**config.mk**
```make
export PLATFORM = sky130hd
export DESIGN_NAME = sync_fifo_status_flat
export DESIGN_NICKNAME = d
export VERILOG_FILES = /design/src/rtl/sync_fifo_status_if.sv /design/src/rtl/sync_fifo_status.sv /design/src/flat_wrapper.sv
export SDC_FILE = /design/constraint.sdc
export NUM_CORES = 1
export LEC_CHECK = 0
export ABC_AREA = 0
export BUFFER_PORTS_ARGS = -buffer_cell sky130_fd_sc_hd__buf_4
export CAP_MARGIN = 20
export CELL_PAD_IN_SITES_DETAIL_PLACEMENT = 2
export CELL_PAD_IN_SITES_GLOBAL_PLACEMENT = 2
export CORE_MARGIN = 4
export CORE_UTILIZATION = 24
export CTS_CLUSTER_SIZE = 20
export DETAILED_ROUTE_END_ITERATION = 16
export PLACE_DENSITY = 0.7
export SLEW_MARGIN = 20
export SYNTH_ARGS = -nofsm -noshare
export SYNTH_HDL_FRONTEND = slang
export SYNTH_SLANG_ARGS = --single-unit
export TNS_END_PERCENT = 20
```
**constraint.sdc**
```tcl
create_clock -name clk -period 1.6 [get_ports clk]
set_input_delay 0.32 -clock clk [delete_from_list [all_inputs] [get_ports clk]]
set_output_delay 0.32 -clock clk [all_outputs]
set_load 0.01 [all_outputs]
```
**src/rtl/sync_fifo_status_if.sv**
```systemverilog
// Pointer/status bundle between the FIFO address controllers and sync_fifo_status.
// The controller side (pointers and requests) is the master; the status block is the slave.
`ifndef ADDR_WIDTH
`define ADDR_WIDTH 4
`endif

interface sync_fifo_status_if #(
    parameter int ADDR_WIDTH = `ADDR_WIDTH
);
    logic [ADDR_WIDTH:0] wr_addr;
    logic [ADDR_WIDTH:0] rd_addr;
    logic                wr_valid;
    logic                rd_ready;
    logic                clr_stat;
    logic                rd_empty;
    logic                wr_full;
    logic [ADDR_WIDTH:0] fill_level;
    logic                almost_full;
    logic                almost_empty;
    logic [ADDR_WIDTH:0] high_water;
    logic                overflow;
    logic                underflow;

    modport master (
        output wr_addr, rd_addr, wr_valid, rd_ready, clr_stat,
        input  rd_empty, wr_full, fill_level, almost_full, almost_empty,
               high_water, overflow, underflow
    );

    modport slave (
        input  wr_addr, rd_addr, wr_valid, rd_ready, clr_stat,
        output rd_empty, wr_full, fill_level, almost_full, almost_empty,
               high_water, overflow, underflow
    );
endinterface

```
**src/rtl/sync_fifo_status.sv**
```systemverilog
// Synchronous FIFO pointer comparison: combinational empty/full, registered level and statistics.
// Define SYNC_FIFO_STICKY_ERR_EN to build the sticky overflow/underflow flags; otherwise they read 0.
`ifndef ADDR_WIDTH
`define ADDR_WIDTH 4
`endif

module sync_fifo_status #(
    parameter int ADDR_WIDTH    = `ADDR_WIDTH,
    parameter int AFULL_THRESH  = 2**ADDR_WIDTH - 2,
    parameter int AEMPTY_THRESH = 2
) (
    input logic               clk,
    input logic               reset_n,
    sync_fifo_status_if.slave bus
);
    localparam int PW = ADDR_WIDTH + 1;

    logic [PW-1:0] level_next;
    logic [PW-1:0] fill_level_d, fill_level_q;
    logic          almost_full_d, almost_full_q;
    logic          almost_empty_d, almost_empty_q;
    logic [PW-1:0] high_water_d, high_water_q;

    // The extra pointer bit makes a lap difference distinguish full from empty.
    assign bus.rd_empty = (bus.wr_addr == bus.rd_addr);
    assign bus.wr_full  = (bus.wr_addr[ADDR_WIDTH] != bus.rd_addr[ADDR_WIDTH]) &&
                          (bus.wr_addr[ADDR_WIDTH-1:0] == bus.rd_addr[ADDR_WIDTH-1:0]);

    // NOTE: every always_comb output gets a default first, so no path can infer a latch.
    always_comb begin
        level_next     = bus.wr_addr - bus.rd_addr;
        fill_level_d   = level_next;
        almost_full_d  = (int'(level_next) >= AFULL_THRESH);
        almost_empty_d = (int'(level_next) <= AEMPTY_THRESH);
        high_water_d   = high_water_q;
        if (bus.clr_stat) begin
            high_water_d = level_next;
        end else if (level_next > high_water_q) begin
            high_water_d = level_next;
        end
    end

    // NOTE: sequential state uses non-blocking assignments so every flop samples pre-edge values.
    always_ff @(posedge clk or negedge reset_n) begin
        if (!reset_n) begin
            fill_level_q   <= '0;
            almost_full_q  <= 1'b0;
            almost_empty_q <= 1'b1;
            high_water_q   <= '0;
        end else begin
            fill_level_q   <= fill_level_d;
            almost_full_q  <= almost_full_d;
            almost_empty_q <= almost_empty_d;
            high_water_q   <= high_water_d;
        end
    end

    assign bus.fill_level   = fill_level_q;
    assign bus.almost_full  = almost_full_q;
    assign bus.almost_empty = almost_empty_q;
    assign bus.high_water   = high_water_q;

`ifdef SYNC_FIFO_STICKY_ERR_EN
    logic overflow_d, overflow_q;
    logic underflow_d, underflow_q;

    // Clear wins over a coincident set so software never misses the clear it asked for.
    always_comb begin
        overflow_d  = overflow_q  | (bus.wr_valid & bus.wr_full);
        underflow_d = underflow_q | (bus.rd_ready & bus.rd_empty);
        if (bus.clr_stat) begin
            overflow_d  = 1'b0;
            underflow_d = 1'b0;
        end
    end

    always_ff @(posedge clk or negedge reset_n) begin
        if (!reset_n) begin
            overflow_q  <= 1'b0;
            underflow_q <= 1'b0;
        end else begin
            overflow_q  <= overflow_d;
            underflow_q <= underflow_d;
        end
    end

    assign bus.overflow  = overflow_q;
    assign bus.underflow = underflow_q;
`else
    assign bus.overflow  = 1'b0;
    assign bus.underflow = 1'b0;
`endif

endmodule

```
**src/flat_wrapper.sv**
```systemverilog
// flat-port wrapper written by rule: the top's interface ports become plain ports
module sync_fifo_status_flat 
#(
    parameter int ADDR_WIDTH    = `ADDR_WIDTH,
    parameter int AFULL_THRESH  = 2**ADDR_WIDTH - 2,
    parameter int AEMPTY_THRESH = 2
)
  (clk, reset_n, bus_wr_addr, bus_rd_addr, bus_wr_valid, bus_rd_ready, bus_clr_stat, bus_rd_empty, bus_wr_full, bus_fill_level, bus_almost_full, bus_almost_empty, bus_high_water, bus_overflow, bus_underflow);
  sync_fifo_status_if #(.ADDR_WIDTH(ADDR_WIDTH)) bus_i ();
  input logic clk;
  input logic reset_n;
  input wire logic [$bits(bus_i.wr_addr)-1:0] bus_wr_addr;
  input wire logic [$bits(bus_i.rd_addr)-1:0] bus_rd_addr;
  input wire logic [$bits(bus_i.wr_valid)-1:0] bus_wr_valid;
  input wire logic [$bits(bus_i.rd_ready)-1:0] bus_rd_ready;
  input wire logic [$bits(bus_i.clr_stat)-1:0] bus_clr_stat;
  output wire logic [$bits(bus_i.rd_empty)-1:0] bus_rd_empty;
  output wire logic [$bits(bus_i.wr_full)-1:0] bus_wr_full;
  output wire logic [$bits(bus_i.fill_level)-1:0] bus_fill_level;
  output wire logic [$bits(bus_i.almost_full)-1:0] bus_almost_full;
  output wire logic [$bits(bus_i.almost_empty)-1:0] bus_almost_empty;
  output wire logic [$bits(bus_i.high_water)-1:0] bus_high_water;
  output wire logic [$bits(bus_i.overflow)-1:0] bus_overflow;
  output wire logic [$bits(bus_i.underflow)-1:0] bus_underflow;
  assign bus_i.wr_addr = bus_wr_addr;
  assign bus_i.rd_addr = bus_rd_addr;
  assign bus_i.wr_valid = bus_wr_valid;
  assign bus_i.rd_ready = bus_rd_ready;
  assign bus_i.clr_stat = bus_clr_stat;
  assign bus_rd_empty = bus_i.rd_empty;
  assign bus_wr_full = bus_i.wr_full;
  assign bus_fill_level = bus_i.fill_level;
  assign bus_almost_full = bus_i.almost_full;
  assign bus_almost_empty = bus_i.almost_empty;
  assign bus_high_water = bus_i.high_water;
  assign bus_overflow = bus_i.overflow;
  assign bus_underflow = bus_i.underflow;
  sync_fifo_status #(.ADDR_WIDTH(ADDR_WIDTH), .AFULL_THRESH(AFULL_THRESH), .AEMPTY_THRESH(AEMPTY_THRESH)) u_core (.clk(clk), .reset_n(reset_n), .bus(bus_i));
endmodule
```
==> results of run 1 <==
path summary, 6_finish.rpt:
check | from | end
setup / recovery | bus_wr_addr[0] | u_core.bus.high_water[2]$_DFFE_PN0P_
hold / removal | bus_clr_stat | u_core.bus.high_water[4]$_DFFE_PN0P_
setup reg to reg | u_core.bus.high_water[1]$_DFFE_PN0P_ | u_core.bus.high_water[2]$_DFFE_PN0P_
hold reg to reg | u_core.bus.high_water[3]$_DFFE_PN0P_ | u_core.bus.high_water[3]$_DFFE_PN0P_
max in group asynchronous | reset_n | u_core.bus.almost_empty$_DFF_PN1_
min in group asynchronous | reset_n | u_core.bus.high_water[0]$_DFFE_PN0P_
layer usage:
metal  wire [um]  share of wire
met5           0              0
met4          36          0.020
met3          92          0.050
met2         983           0.53
met1         726           0.39
layout make-up:
type	count	share of cell area
inverter	11	0.0489
multi-input combinational	38	0.352
timing repair buffer	40	0.273
tap	31	0.0337
clock buffer	4	0.0315
sequential	12	0.262
cells in the final DEF (no fill, tap or decap), types with 2 or more instances in the layout:
master,netlist,layout
clkbuf_4,0,3
xnor2_1,2,2
mux2_4,0,3
dfrtp_1,11,11
a21o_1,2,2
conb_1,1,2
ha_4,0,2
buf_4,2,37
nor2_1,2,2
inv_1,11,9
ha_1,7,4
where the power goes:
part | internal [uW] | total [uW] | switching [uW] | leakage, uW
Clock | 138 | 241 | 102 | 0.0000210
Combinational | 396 | 713 | 317 | 0.000424
Sequential | 382 | 423 | 40.4 | 0.000136
Total | 916 | 1380 | 460 | 0.000582
cells by family after synthesis:
| group | synth area share |
|---|---|
| AO/OA/AOI/OAI | 0.156 |
| buffers and inverters | 0.0808 |
| other | 0.00538 |
| flip-flops | 0.433 |
| XOR/XNOR | 0.0736 |
| adder cells (fa/ha/maj) | 0.154 |
| multiplexers | 0.0485 |
| AND/OR/NAND/NOR | 0.0485 |
worst register-to-register path, stage by stage (launching register included):
cell and delay, ns:
dfrtp_1 0.36, inv_1 0.07, ha_4 0.27, nor2b_4 0.12, o21ai_1 0.07, a32oi_1 0.19, o221ai_2 0.13, nand3_2 0.13
mux2_4 0.31
Yosys cell counts, types with 2 or more instances:
| library cell | number | area [um2] |
|---|---|---|
| xor2_1 | 2 | 17.5 |
| xnor2_1 | 2 | 17.5 |
| dfrtp_1 | 11 | 275 |
| ha_1 | 7 | 87.6 |
| mux2_1 | 3 | 33.8 |
| a21o_1 | 2 | 15.0 |
| nor2_1 | 2 | 7.51 |
| inv_1 | 11 | 41.3 |
| buf_4 | 2 | 15.0 |
| o21ai_0 | 2 | 10.0 |
stage by stage:
| stage | cells | cell area (um2) | utilization |
|---|---|---|---|
| global route | 136 | 1150 | 0.418 |
| floorplan | 63 | 759 | - |
| CTS | 136 | 1140 | 0.414 |
| detailed placement | 130 | 1070 | 0.387 |
| finish | 136 | 1150 | 0.418 |
| global placement | 130 | 1070 | 0.387 |
state kept, by name (all words and copies together), names as in the netlist:
signal                   count
u_core.bus.high_water        5
u_core.bus.almost_full       1
u_core.bus.fill_level        5
u_core.bus.almost_empty      1
timing repair:
item                                   CTS  global route
hold buffers                             1             0
endpoints found under the hold margin   11             0
setup buffers                            1             0
resized for setup                        6             3
pin swaps                                8             4
setup endpoints to repair                9             9
==> out/summary.txt, run 1 <==
Mapped Avg Cell Area -> 11.2 um2
chip width -> 61.9 um
Die Footprint -> 0.00383 mm2
Hold Path Depth -> 2
Final Cycle Share -> 1.36
Max-Cap Viols -> 0
Post-DP HPWL -> 1580 um
Critical-path top delay cell -> fa_2
grt met3 use -> 0.0186
flop2flop setup slack -> -0.16 ns
Worst Path Max Fanout -> 3
largest net degree at the start of global routing -> 13
IO Pins -> 31
GRT Residual Overflow -> 0
# rows -> 19
CP Capture Type -> flip-flop
setup violators final -> 9
clock sink count -> 12
Initial Utilization -> 0.253
Cell Chain, Critical Path -> buf_8 > inv_12 > ha_4 > inv_4 > fa_2 > ha_4 > nor2b_4 > o21ai_1 > a32oi_1 > o221ai_2 > nand3_2 > mux2_4
#FFs+latches synth -> 12
Fill cells -> 300
crit start category -> input pin
failing checks -> negative setup slack
GRT met1 Usage -> 0.119
Max Slew Vio Count -> 0
grt met2 use -> 0.184
crit-path most repeated cell -> ha_4
H-tree depth -> 1
CTS buffer count -> 3
Worst EP arrival -> 2.33 ns
Clock transition at path regs -> 0.08 ns
top cell family by delay on the critical path -> adder cells
hold_ws -> 0.223 ns
Peak VDD IR -> 578 uV
CTS tree -> yes
Initial DRT Pass Iterations -> 3
GRT Total Usage -> 0.104
register area -> 302 um2
routability cong. -> 0.716
final worst setup slack -> -0.573 ns
DRT antenna net count -> 0
share of synthesized registers carrying an async set or reset -> 1.00
Residual DRC -> 0
Leak -> 0.000582 uW
synthesized cell area -> 697 um2
Via-to-Cell Ratio -> 4.50
DRT iter0 DRCs -> 1
Max Clock Skew -> 0.00659 ns
clk buf depth -> 2
Data required, critical path -> 1.76 ns
Worst Reg2Reg Path Length in Cells -> 8
highest clock rate -> 0.460 GHz
number of stages on the worst setup path -> 12
routed len/inst -> 13.5 um
WL final -> 1840 um
clk_lat worst skew -> 0.28 ns
unrepaired setup endpoints after global routing -> true
yosys warns -> 0
global route hottest layer -> met2
WP buf/inv -> 3
slowest stage delay, CP -> 0.46 ns
area grow syn2layout -> 65.4%
Post-synth EDFFs -> 0
Final nets -> 129
setup_tns -> -2.13 ns
vias -> 612
first-pass GRT wire length -> 2830 um
chip height -> 61.9 um
area of the multi-input gates -> 405 um2
final number of hold-violating endpoints -> 0
CTS Root Cell -> clkbuf_4
worst hold path class -> input pin to flip-flop
Core Region -> 0.00276 mm2
library cells used by synthesis -> 28
share of cells above drive strength 1 -> 0.581
top_reg_cell synth -> dfrtp_1
antenna cells -> 0
dpl ws -> -0.932 ns
post-layout min period -> 2.17 ns
critical path type -> input pin to flip-flop
vias in the first global route -> 626
total chip power -> 1380 uW
status -> finished, violations left
antenna violations before repair -> 0
I/O Buffers -> 26
Power per Cell Area -> 1190 mW/mm2
synthesized instance count -> 62
post-synthesis sequential area ratio -> 0.433
Power figures use the tool's default switching activity.
==> inputs of run 2 (changes only) <==
--- a/config.mk
+++ b/config.mk
@@ -14,7 +14,7 @@
 export CORE_UTILIZATION = 24
 export CTS_CLUSTER_SIZE = 20
 export DETAILED_ROUTE_END_ITERATION = 16
-export PLACE_DENSITY = 0.7
+export PLACE_DENSITY_LB_ADDON = 0.1
 export SLEW_MARGIN = 20
 export SYNTH_ARGS = -nofsm -noshare
 export SYNTH_HDL_FRONTEND = slang
==> run 2 against run 1 <==
  * The flow still finishes with violations (negative setup slack)
  * Sequential cell count unchanged
  * Clock skew up 0.0015 ns
  * Power rose by 6.2%
  * Via count is 6.0% higher
  * Die area unchanged
  * Register-to-register slack hardly changed
  * Sequential share of layout area is 1.4 points lower
  * Worst hold slack better by 0.0064 ns
  * Combinational power up 12%
  * Cell area up 5.8%
  * Setup slack gained 0.0071 ns
  * Critical path type unchanged
==> out/summary.txt, run 2 (synthesis gave the netlist of run 1 again) <==
CTS Root Cell -> clkbuf_4
unrepaired setup endpoints after global routing -> true
final worst setup slack -> -0.566 ns
share of cells above drive strength 1 -> 0.622
final number of hold-violating endpoints -> 0
Final nets -> 135
routability cong. -> 0.677
Util after Layout -> 0.442
Leak -> 0.000613 uW
CTS buffer count -> 3
CP Capture Type -> flip-flop
chip height -> 61.9 um
chip width -> 61.9 um
# rows -> 19
Int Power -> 974 uW
global route hottest layer -> met2
GRT met1 Usage -> 0.123
GRT Total Usage -> 0.108
antenna violations before repair -> 0
Initial Utilization -> 0.253
vias in the first global route -> 651
Residual DRC -> 0
worst hold path class -> input pin to flip-flop
sequential share of power -> 0.289
status -> finished, violations left
Fill cells -> 307
clock sink count -> 12
most common cell after layout, fill and taps aside -> buf_4
GRT Residual Overflow -> 0
clk buf depth -> 2
I/O Buffers -> 26
Finished Cell Area -> 0.00122 mm2
Post-DP Area -> 0.00110 mm2
Max-Cap Viols -> 0
Final Cycle Share -> 1.35
Data required, critical path -> 1.77 ns
commonest non-fill, non-tap cells in the layout -> 43 x buf_4, 11 x dfrtp_1, 9 x inv_1
setup_tns -> -2.33 ns
Via-to-Cell Ratio -> 4.57
post-layout min period -> 2.17 ns
WL final -> 1950 um
setup violators final -> 8
H-tree depth -> 1
IO Pins -> 31
sw frac -> 0.334
clk_lat worst skew -> 0.28 ns
Clock transition at path regs -> 0.08 ns
Psw -> 488 uW
grt met3 use -> 0.0124
hold_ws -> 0.229 ns
Worst EP arrival -> 2.34 ns
antenna cells -> 0
Worst Path Max Fanout -> 3
clock network fraction of total power -> 0.166
area grow syn2layout -> 74.9%
DRT iter0 DRCs -> 8
Die Footprint -> 0.00383 mm2
largest net degree at the start of global routing -> 13
Power per Cell Area -> 1200 mW/mm2
grt met2 use -> 0.179
Initial DRT Pass Iterations -> 2
Peak VDD IR -> 681 uV
CTS tree -> yes
Core Region -> 0.00276 mm2
routed len/inst -> 13.7 um
Max Clock Skew -> 0.00814 ns
DRT antenna net count -> 0
combinational group share of total power -> 0.546
highest clock rate -> 0.462 GHz
Post-DP HPWL -> 1620 um
Max Slew Vio Count -> 0
critical path type -> input pin to flip-flop
first-pass GRT wire length -> 2910 um
crit start category -> input pin
failing checks -> negative setup slack
vias -> 649
-- run 2: cell count changes in the layout (fill, tap and decap cells not counted) --
cell / before / now
ha_2: 1 / 0
o21ai_1: 1 / 0
buf_4: 37 / 43
ha_4: 2 / 3
a32oi_1: 1 / 0
a32oi_2: 0 / 1
o21ai_2: 0 / 1
-- run 2: metal layers --
metal  up-vias  share of wire
met1       318           0.39
met3         4          0.059
met5         -              0
met2        21           0.52
met4         0          0.033
li1        306              -
-- run 2: final timing paths --
kind | startpoint | end | slack, ns | cells after the start
max in group asynchronous | reset_n | u_core.bus.almost_empty$_DFF_PN1_ | 0.97 | 2
hold reg to reg | u_core.bus.high_water[3]$_DFFE_PN0P_ | u_core.bus.high_water[3]$_DFFE_PN0P_ | 0.56 | 2
min in group asynchronous | reset_n | u_core.bus.high_water[2]$_DFFE_PN0P_ | 0.41 | 2
hold / removal | bus_clr_stat | u_core.bus.high_water[4]$_DFFE_PN0P_ | 0.23 | 2
setup / recovery | bus_wr_addr[0] | u_core.bus.high_water[0]$_DFFE_PN0P_ | -0.57 | 12
setup reg to reg | u_core.bus.high_water[1]$_DFFE_PN0P_ | u_core.bus.high_water[0]$_DFFE_PN0P_ | -0.16 | 8
-- run 2: per-stage QoR --
| step | setup WS, ns | std cells | total power (uW) |
|---|---|---|---|
| 4_1_cts | -0.619 | 140 | 1390 |
| 6_report | -0.566 | 142 | 1460 |
| 2_1_floorplan | -0.686 | 63 | 777 |
| 3_3_place_gp | -0.889 | 134 | 1090 |
| 5_1_grt | -0.621 | 142 | 1570 |
| 3_5_place_dp | -1.01 | 134 | 1120 |
-- run 2: timing repair --
item                                   CTS  global route
buffers inserted                         1             2
resized for setup                        6             5
pin swaps                                8             4
hold buffers                             1             0
setup endpoints to repair                8             8
endpoints found under the hold margin   11             0
-- run 2: worst max-delay path, stage by stage --
cell and delay (ns):
buf_8 0.09, inv_12 0.03, ha_4 0.15, inv_4 0.06, fa_2 0.47, ha_4 0.29, nor2b_4 0.13, o21ai_2 0.06
a32oi_2 0.19, o221ai_2 0.13, nand3_2 0.13, mux2_4 0.31
-- run 2: final cells by class --
| class | count | area [um2] | share of cell area |
|---|---|---|---|
| clock buffer | 4 | 36.3 | 0.0298 |
| inverter | 11 | 56.3 | 0.0462 |
| timing repair buffer | 46 | 359 | 0.295 |
| sequential | 12 | 302 | 0.247 |
| tap | 31 | 38.8 | 0.0318 |
| multi-input combinational | 38 | 427 | 0.350 |
-- run 2: power by group through the flow --
stage | clock [uW] | combinational, uW | sequential [uW]
floorplan | 0 | 311 | 466
global placement | 0 | 667 | 427
detailed placement | 0 | 694 | 429
CTS | 252 | 712 | 425
global route | 262 | 871 | 434
finish | 242 | 798 | 422
==> inputs of run 3 (changes only) <==
--- a/config.mk
+++ b/config.mk
@@ -6,15 +6,16 @@
 export NUM_CORES = 1
 export LEC_CHECK = 0
 export ABC_AREA = 0
-export BUFFER_PORTS_ARGS = -buffer_cell sky130_fd_sc_hd__buf_4
 export CAP_MARGIN = 20
 export CELL_PAD_IN_SITES_DETAIL_PLACEMENT = 2
 export CELL_PAD_IN_SITES_GLOBAL_PLACEMENT = 2
 export CORE_MARGIN = 4
-export CORE_UTILIZATION = 24
+export CORE_UTILIZATION = 31
 export CTS_CLUSTER_SIZE = 20
 export DETAILED_ROUTE_END_ITERATION = 16
+export DONT_BUFFER_PORTS = 1
 export PLACE_DENSITY_LB_ADDON = 0.1
+export SETUP_SLACK_MARGIN = 0.5
 export SLEW_MARGIN = 20
 export SYNTH_ARGS = -nofsm -noshare
 export SYNTH_HDL_FRONTEND = slang
==> run 3 against run 2 <==
  * The flow still finishes with violations (negative setup slack)
  * Register-to-register slack got worse by 0.10 ns
  * Worst hold slack got worse by 0.089 ns
  * Clock power decreased by 22%
  * Via count decreased by 16%
  * Sequential share of layout area increased by 5.3 points
  * Setup slack improved by 0.062 ns
  * Final cell count decreased by 23%
  * Largest power group unchanged
  * Wire length increased by 2.4%
  * Sequential power increased by 10%
  * Critical path type unchanged
  * Power decreased by 13%
  * Count of clock-buffer cells in the layout unchanged
==> out/summary.txt, run 3 (synthesis gave the netlist of run 1 again) <==
CP Capture Type -> flip-flop
vias -> 547
total chip power -> 1270 uW
most common cell after layout, fill and taps aside -> buf_4
GRT Residual Overflow -> 0
routability cong. -> 0.672
unrepaired setup endpoints after global routing -> true
status -> finished, violations left
dpl ws -> -0.818 ns
setup_tns -> -1.66 ns
area grow syn2layout -> 44.0%
DRT iter0 DRCs -> 1
antenna violations before repair -> 0
IO Pins -> 31
routed len/inst -> 18.3 um
final worst setup slack -> -0.504 ns
Final Cycle Share -> 1.32
H-tree depth -> 1
final number of hold-violating endpoints -> 0
Worst EP arrival -> 2.26 ns
largest net degree at the start of global routing -> 13
CTS Root Cell -> clkbuf_4
Worst Path Max Fanout -> 3
post-layout min period -> 2.10 ns
setup violators final -> 5
antenna cells -> 0
Peak VDD IR -> 471 uV
Core Region -> 0.00204 mm2
Die Footprint -> 0.00307 mm2
Slew HR -> 0.665
Power per Cell Area -> 1270 mW/mm2
clock network fraction of total power -> 0.148
sequential share of power -> 0.367
Max-Cap Viols -> 0
combinational group share of total power -> 0.486
vias in the first global route -> 635
Data required, critical path -> 1.75 ns
critical path type -> input pin to flip-flop
# rows -> 16
Clock transition at path regs -> 0.07 ns
sw frac -> 0.366
Residual DRC -> 0
Initial DRT Pass Iterations -> 2
clock sink count -> 12
Max Slew Vio Count -> 0
WL final -> 1990 um
DRT antenna net count -> 0
CTS tree -> yes
first-pass GRT wire length -> 3300 um
Initial Utilization -> 0.341
Via-to-Cell Ratio -> 5.02
clk_lat worst skew -> 0.27 ns
I/O Buffers -> 0
Worst-Margin Slew -> 0.500 ns
chip width -> 55.4 um
failing checks -> negative setup slack
worst hold path class -> input pin to flip-flop
highest clock rate -> 0.475 GHz
Psw -> 465 uW
CTS buffer count -> 3
chip height -> 55.4 um
share of cells above drive strength 1 -> 0.537
clk buf depth -> 2
Post-DP HPWL -> 1610 um
crit start category -> input pin
hold_ws -> 0.140 ns
Final nets -> 106
GRT Total Usage -> 0.140
Int Power -> 806 uW
Max Clock Skew -> 0.00446 ns
commonest non-fill, non-tap cells in the layout -> 13 x buf_4, 11 x dfrtp_1, 9 x inv_1
Leak -> 0.000469 uW
-- run 3: cell types whose count changed in the layout (fill, tap and decap cells not counted), moves of 2 or more --
| cell | delta |
|---|---|
| nor2_2 | +2 |
| nor2_1 | -2 |
| buf_6 | +2 |
| buf_4 | -30 |
-- run 3: power by group through the flow --
stage	sequential, uW	clock, uW	combinational (uW)
after global routing	477	208	680
final	466	188	617
after detailed placement	468	0	521
after floorplan	466	0	311
after global placement	458	0	490
after CTS	467	194	590
-- run 3: worst max-delay path, stage by stage --
cell and delay [ns]:
inv_12 0.01, ha_4 0.14, inv_4 0.05, fa_2 0.46, ha_4 0.29, nor2b_4 0.14, o21ai_2 0.06, a32oi_1 0.20
o221ai_2 0.13, nand3_2 0.13, mux2_4 0.31
-- run 3: final cells by class --
class | count | area (um2)
Sequential cell | 12 | 302
Multi-Input combinational cell | 38 | 444
Fill cell | 225 | 1040
Timing Repair Buffer | 17 | 141
Tap cell | 27 | 33.8
Inverter | 11 | 56.3
Clock buffer | 4 | 26.3
-- run 3: worst paths after layout --
kind                                                       from  slack, ns  depth (start not counted)                              endpoint
max in group asynchronous                               reset_n       0.79                          1     u_core.bus.almost_empty$_DFF_PN1_
setup reg to reg           u_core.bus.high_water[1]$_DFFE_PN0P_      -0.26                          8  u_core.bus.high_water[1]$_DFFE_PN0P_
min in group asynchronous                               reset_n       0.45                          1    u_core.bus.fill_level[2]$_DFF_PN0_
hold / removal                                     bus_clr_stat       0.14                          1  u_core.bus.high_water[4]$_DFFE_PN0P_
setup / recovery                                 bus_wr_addr[0]      -0.50                         11  u_core.bus.high_water[1]$_DFFE_PN0P_
hold reg to reg            u_core.bus.high_water[2]$_DFFE_PN0P_       0.65                          2  u_core.bus.high_water[2]$_DFFE_PN0P_
-- run 3: per-stage QoR --
| stage | cells | utilization | instance area [um2] |
|---|---|---|---|
| after global routing | 109 | 0.491 | 1000 |
| final | 109 | 0.491 | 1000 |
| after floorplan | 63 | - | 759 |
| after global placement | 102 | 0.433 | 883 |
| after detailed placement | 102 | 0.433 | 883 |
| after CTS | 108 | 0.479 | 977 |
-- run 3: routing by layer --
| metal | wire (um) | share of wire | track usage | vias to the layer above |
|---|---|---|---|---|
| li1 | - | - | - | 249 |
| met1 | 704 | 0.35 | 0.154 | 262 |
| met2 | 1100 | 0.55 | 0.240 | 28 |
| met3 | 97 | 0.049 | 0.0186 | 8 |
| met4 | 87 | 0.044 | 0.111 | 0 |
| met5 | 0 | 0 | 0 | - |
-- run 3: timing repair --
action	CTS	global route
setup buffers	1	1
hold buffers	1	0
gates resized for setup	11	5
setup endpoints to repair	15	15
endpoints found under the hold margin	12	0
pin swaps	8	7
